==> config.mk <==
export PLATFORM = sky130hd
export DESIGN_NAME = alu_seq_shifter
export DESIGN_NICKNAME = d
export VERILOG_FILES = /design/src/rtl/alu_shift_pkg.sv /design/src/rtl/shift_step_cell.sv /design/src/rtl/alu_seq_shifter.sv
export SDC_FILE = /design/constraint.sdc
export NUM_CORES = 1
export LEC_CHECK = 0
export BUFFER_PORTS_ARGS = -buffer_cell sky130_fd_sc_hd__buf_2
export CORE_UTILIZATION = 45
export CTS_CLUSTER_DIAMETER = 30
export CTS_CLUSTER_SIZE = 14
export DETAILED_ROUTE_END_ITERATION = 12
export PLACE_DENSITY = 0.67
export SLEW_MARGIN = 20
export SYNTH_ARGS = -nofsm -noshare
export SYNTH_HDL_FRONTEND = slang
export SYNTH_SLANG_ARGS = --single-unit
export TNS_END_PERCENT = 50
==> constraint.sdc <==
create_clock -name clk -period 1.25 [get_ports clk]
set_input_delay 0.3125 -clock clk [delete_from_list [all_inputs] [get_ports clk]]
set_output_delay 0.3125 -clock clk [all_outputs]
set_load 0.05 [all_outputs]
==> src/rtl/alu_shift_pkg.sv <==
// Shared constants, FSM states and the latched operation descriptor for the
// sequential shift/rotate engine.
package alu_shift_pkg;

  localparam int WIDTH = 8;
  localparam int AMT_W = $clog2(WIDTH);

  typedef enum logic [1:0] {
    S_IDLE  = 2'd0,
    S_SHIFT = 2'd1,
    S_DONE  = 2'd2
  } state_t;

  typedef struct packed {
    logic direction;  // 0 = left, 1 = right
    logic rotate;     // 0 = logical shift, 1 = rotate
    logic arith;      // sign-fill on logical right shifts
  } op_t;

endpackage

==> src/rtl/shift_step_cell.sv <==
// Single-bit shift/rotate of one word; purely combinational, zero latency.
module shift_step_cell
  import alu_shift_pkg::*;
(
  input  logic [WIDTH-1:0] Out,
  input  op_t              op,
  output logic [WIDTH-1:0] next,
  output logic             bit_out
);

  logic fill_left;
  logic fill_right;

  always_comb begin
    fill_left  = op.rotate ? Out[WIDTH-1] : 1'b0;
    // arith only matters for logical right shifts; rotate wins otherwise
    fill_right = op.rotate ? Out[0] : (op.arith & Out[WIDTH-1]);
    bit_out    = op.direction ? Out[0] : Out[WIDTH-1];
    next       = op.direction ? {fill_right, Out[WIDTH-1:1]}
                              : {Out[WIDTH-2:0], fill_left};
  end

endmodule

==> src/rtl/alu_seq_shifter.sv <==
// Multi-cycle shifter: one bit per clock, done pulses N cycles after accept; start ignored while busy.
// Optional sign-extending right shift with ALU_SEQ_SHIFTER_ARITH_EN.
module alu_seq_shifter
  import alu_shift_pkg::*;
#(
  parameter int WIDTH = alu_shift_pkg::WIDTH,
  parameter int AMT_W = alu_shift_pkg::AMT_W
) (
  input  logic             clk,
  input  logic             rst_n,
  input  logic             start,
  input  logic [WIDTH-1:0] A,
  input  logic [AMT_W-1:0] amount,
  input  logic             direction,
  input  logic             rotate,
`ifdef ALU_SEQ_SHIFTER_ARITH_EN
  input  logic             arith,
`endif
  output logic             busy,
  output logic             done,
  output logic [WIDTH-1:0] Out,
  output logic             carry_out
);

  state_t           state;
  logic [AMT_W-1:0] count;
  op_t              op_in;
  op_t              op_q;
  logic [WIDTH-1:0] step_next;
  logic             step_bit;

  always_comb begin
    op_in           = '0;
    op_in.direction = direction;
    op_in.rotate    = rotate;
`ifdef ALU_SEQ_SHIFTER_ARITH_EN
    op_in.arith     = arith;
`endif
  end

  shift_step_cell u_step (
    .Out     (Out),
    .op      (op_q),
    .next    (step_next),
    .bit_out (step_bit)
  );

  always_ff @(posedge clk or negedge rst_n) begin
    if (!rst_n) begin
      state     <= S_IDLE;
      busy      <= 1'b0;
      done      <= 1'b0;
      Out       <= '0;
      carry_out <= 1'b0;
      count     <= '0;
      op_q      <= '0;
    end else begin
      case (state)
        S_IDLE, S_DONE: begin
          if (start) begin
            Out       <= A;
            count     <= amount;
            op_q      <= op_in;
            carry_out <= 1'b0;
            if (amount == '0) begin
              state <= S_DONE;
              busy  <= 1'b0;
              done  <= 1'b1;
            end else begin
              state <= S_SHIFT;
              busy  <= 1'b1;
              done  <= 1'b0;
            end
          end else begin
            state <= S_IDLE;
            busy  <= 1'b0;
            done  <= 1'b0;
          end
        end
        S_SHIFT: begin
          Out       <= step_next;
          carry_out <= step_bit;
          count     <= count - 1'b1;
          if (count == AMT_W'(1)) begin
            state <= S_DONE;
            busy  <= 1'b0;
            done  <= 1'b1;
          end
        end
        default: begin
          state <= S_IDLE;
          busy  <= 1'b0;
          done  <= 1'b0;
        end
      endcase
    end
  end

endmodule

; After elaboration in Yosys (flattened, before gate mapping)
; Index checks and enable logic that the tools add are counted.
; W data, S select, Z words.
[totals]
elab_cells = 42
output_inout_bits = 11
regBits = 18
input_bits = 16
ramBits = 0
mem_count = 0
romBits = 0
latchBits = 0
[classes]
bitwise = 0
add_sub_neg = 1
reduce_logical = 6
magnitude_cmp = 0
n_mux = 22
div = 0
shift = 0
mul = 0
n_eq_ne = 5
[op_table]
columns = operator, count
row1 = $mux W8, 2
row2 = $pmux W8 S2, 1
row3 = $mux W1, 10
row4 = $mux W2, 3
row5 = $pmux W1 S2, 3
row6 = $pmux W3 S2, 1
row7 = $ne A2 B2 Y1 const B, 2
row8 = $pmux W2 S2, 1
row9 = $reduce_and A2 Y1, 2
row10 = $eq A3 B1 Y1 const B, 1
row11 = $logic_not A3 Y1, 1
row12 = $mux W3, 1
row13 = $sub A3 B1 Y3 const B, 1
row14 = $eq A2 B1 Y1 const B, 1
row15 = $eq A2 B2 Y1 const B, 1
row16 = $logic_not A2 Y1, 1
row17 = $reduce_bool A2 Y1, 1
row18 = $reduce_or A2 Y1, 1

; Longest topological paths before layout
[depth]
word_depth = 4
mapped_depth = 5
mapped_depth_nobuf = 4

; Modules after synthesis
; From an unflattened synthesis, not the netlist that was laid out.
[unflattened]
cells_unflattened = 99
hier_area_um2 = 928.4
[modules_own_cells]
columns = module, instances, seq_area_each_um2, cells_per_inst, area_each_um2
row1 = alu_seq_shifter, 1, 425.4, 84, 782.0
row2 = shift_step_cell, 1, 0.0, 15, 146.4

; Worst setup path before layout
; OpenSTA, ideal clock, no wires.
[synth_path]
path_kind = register -> register
from = register done (netlist name)
to = register Out[7]
path_slack_ns = -0.150
setup_time_ns = 0.141
n_path_buf = 1
stages_incl_launch_ff = 5
required_time_ns = 1.109
arrival_ns = 1.258
period_less_slack_ns = 1.400
path_cell_list = dfrtp_1 > nand2b_2 > buf_6 > a311oi_1 > a31oi_1
[synth_rtl]
columns = item, line
row1 = "end signal, assigned", alu_seq_shifter.sv:81  ; Out <= step_next;
row2 = "end, declared", alu_seq_shifter.sv:21  ; output logic [WIDTH-1:0] Out,

; Final worst setup path
[layout_path]
from = register done
to = output done
[layout_rtl]
columns = item, line
row1 = "start, declared", alu_seq_shifter.sv:20  ; output logic done,
row2 = "start signal, assigned", alu_seq_shifter.sv:52  ; done <= 1'b0;
row3 = "start signal, assigned", alu_seq_shifter.sv:68  ; done <= 1'b1;
row4 = "start signal, assigned", alu_seq_shifter.sv:72  ; done <= 1'b0;
; No word-level cell between the ends.

==> impl_metrics.json <==
{
  "ir_drop_mv": 1.45,
  "slowest_delay_ns": 0.42,
  "clock_latency_ns": 0.30,
  "cts_buffers": 3,
  "dp_hpwl_mm": 1.38,
  "route.detailed.drc": 0,
  "initial_core_util_pct": 50.1,
  "p_sw_mw": 1.86,
  "status": "completed",
  "total_power_mw": 3.86,
  "grt_antenna_before_repair": 0,
  "slew_headroom_pct": 73.5,
  "std_cell_rows": 15,
  "core_mm2": 0.00180,
  "first_global_vias": 681,
  "pwr-share-clk_pct": 8.1,
  "cts_buffer_depth": 2,
  "root_buffer": "clkbuf_4",
  "period_minus_slack_ns": 1.22,
  "fin_ws_ns": 0.0259,
  "end_kind": "output pin",
  "fin_skew_ns": 0.00631,
  "grt_overflow": 0,
  "ff_latch_area_um2": 429,
  "slowest_stage": "dfrtp_2",
  "ioPinCount": 27,
  "ys_warn_count": 0,
  "viasPerCell": 5.27,
  "syn_area_um2": 902,
  "dp.cells": 142,
  "critical_path_required_ns": 0.94,
  "ctsHtreeMaxLevel": 1,
  "min_period_over_period_pct": 97.9,
  "dieArea_mm2": 0.00219,
  "grt_setup_unrepaired": "true",
  "numPortBuffers": 26,
  "ys_seq_area_share_pct": 47.2,
  "path_class": "register to output pin",
  "maxCapViolCount": 0,
  "place.gp.congestion": 0.769,
  "cp_max_fo": 3,
  "yosysUniqueCellTypes": 25,
  "routed_wl_mm": 1.99,
  "multi_input_area_um2": 438,
  "min_path_type": "input pin to register",
  "stdcell_count": 151,
  "crit_chain": "buf_4",
  "synth_cells": 92,
  "swShare_pct": 48.2,
  "dpl_worst_slack_ns": 0.0278,
  "diodes": 0,
  "cp.arrival_ns": 0.91,
  "final_hold_viol_count": 0,
  "setup_viol": 0,
  "clock.fmax_ghz": 0.817,
  "wire_per_inst_um": 13.2,
  "fp.dieW_um": 46.8,
  "vias": 796,
  "path_clk_slew_ns": 0.11,
  "nFillCells": 154,
  "tightestPinTransition_ns": 0.397,
  "avgSynthCellArea_um2": 9.81,
  "p_leak_nw": 0.569,
  "synthesis.nets": 110,
  "cts_tree": "done",
  "crit_family": "flip-flops",
  "critPathLaunchType": "register",
  "synth-seq-cells": 17,
  "layout_common_cells": "nand2_1, buf_2, dfrtp_1, buf_4, buf_6",
  "die_y_um": 46.8,
  "layout_commonest_cell": "nand2_1",
  "syn2layout_area_growth_pct": 33.3,
  "cts_sinks": 17,
  "drv_slew": 0,
  "drtIter0Drc": 13,
  "drive_gt1_share_pct": 37.3,
  "power.density_mw_per_mm2": 3210,
  "intPower_mw": 2.00,
  "seqPwrFrac_pct": 29.3,
  "grt_use_total_pct": 21.5,
  "grt_max_degree": 18,
  "combPwrFrac_pct": 62.7,
  "cp_num_buf_inv": 1,
  "firstDrtPassIters": 4,
  "grt_pass1_wl_mm": 3.15,
  "nNetsFinal": 145,
  "antenna_left": 0
}
timing repair:
item	4_1_cts	5_1_grt
resized for setup	14	12
hold buffers	1	0
endpoints found under the setup margin	10	13
endpoints found under the hold margin	17	0
buffers inserted	2	2
path summary, 6_finish.rpt:
kind                                start         to  slack, ns  cells past startpoint
worst max-delay path                 done       done       0.03                      1
worst max register to register       done     Out[5]       0.08                      4
worst min register to register  carry_out  carry_out       0.52                      1
worst min-delay path               rotate    op_q[1]       0.20                      3
max in group asynchronous           rst_n    op_q[2]       0.49                      2
min in group asynchronous           rst_n   state[0]       0.45                      2
power by group through the flow:
stage          clock network (mW)  registers [mW]  logic, mW
2_1_floorplan                   0            1.67       1.06
3_3_place_gp                    0            1.14       1.99
3_5_place_dp                    0            1.14       2.04
4_1_cts                     0.325            1.13       2.24
5_1_grt                     0.348            1.17       2.63
6_report                    0.311            1.13       2.42
cell type report:
type	count	share of cell area (%)
Multi-Input combinational cell	67	36.4
Tap cell	25	2.60
Sequential cell	17	35.7
Clock inverter	1	0.416
Clock buffer	3	1.87
Inverter	2	0.624
Timing Repair Buffer	36	22.4
synthesized netlist by cell type:
library cell	n	share of area [%]
a211oi_1	7	5.8
a221o_1	3	3.3
a22o_1	1	0.97
a311oi_1	1	0.97
a31oi_1	8	5.5
a32o_1	1	1.1
and2b_1	3	2.5
and3b_1	1	0.97
buf_4	3	2.5
buf_6	2	2.5
clkbuf_1	1	0.42
dfrtp_1	17	47
ha_1	2	2.8
inv_1	2	0.83
mux2i_1	2	2.2
nand2_1	22	9.2
nand2b_1	2	1.4
nand2b_2	1	0.97
nor2_1	3	1.2
nor2b_1	5	3.5
nor2b_2	1	0.97
nor3b_1	1	0.83
o22ai_1	1	0.69
o2bb2ai_1	1	0.97
or3_1	1	0.69
per-layer routing:
metal | share of wire [%] | track usage, %
met1 | 47 | 27.7
met5 | 0 | 0
met3 | 4.7 | 8.08
met4 | 1.6 | 8.57
met2 | 47 | 32.8
state kept, by name, summed over array words and instances, names as in the netlist:
signal     cells
busy           1
carry_out      1
done           1
state          1
op_q           2
count          3
Out            8
logic make-up (layout without fill, tap and decap cells):
group	Yosys count	after routing	synth area share [%]
adder cells (fa/ha/maj)	2	2	2.77
multiplexers	2	2	2.22
AO/OA/AOI/OAI	23	23	19.4
buffers and inverters	8	42	6.24
flip-flops	17	17	47.2
AND/OR/NAND/NOR	40	40	22.2
stage by stage:
| stage | util, % | hold slack (ns) | instance area [um2] | setup TNS [ns] |
|---|---|---|---|---|
| 2_1_floorplan | - | 0.0169 | 908 | 0 |
| 3_3_place_gp | 58.8 | 0.258 | 1060 | 0 |
| 3_5_place_dp | 58.8 | 0.261 | 1060 | 0 |
| 4_1_cts | 63.9 | 0.189 | 1150 | -0.0218 |
| 5_1_grt | 66.7 | 0.185 | 1200 | -0.0689 |
| 6_report | 66.7 | 0.197 | 1200 | 0 |
worst min-delay path: stages:
cell and delay, ns:
buf_2 0.07, nand2_1 0.04, nand2_1 0.05
(Power assumes the default switching activity.)
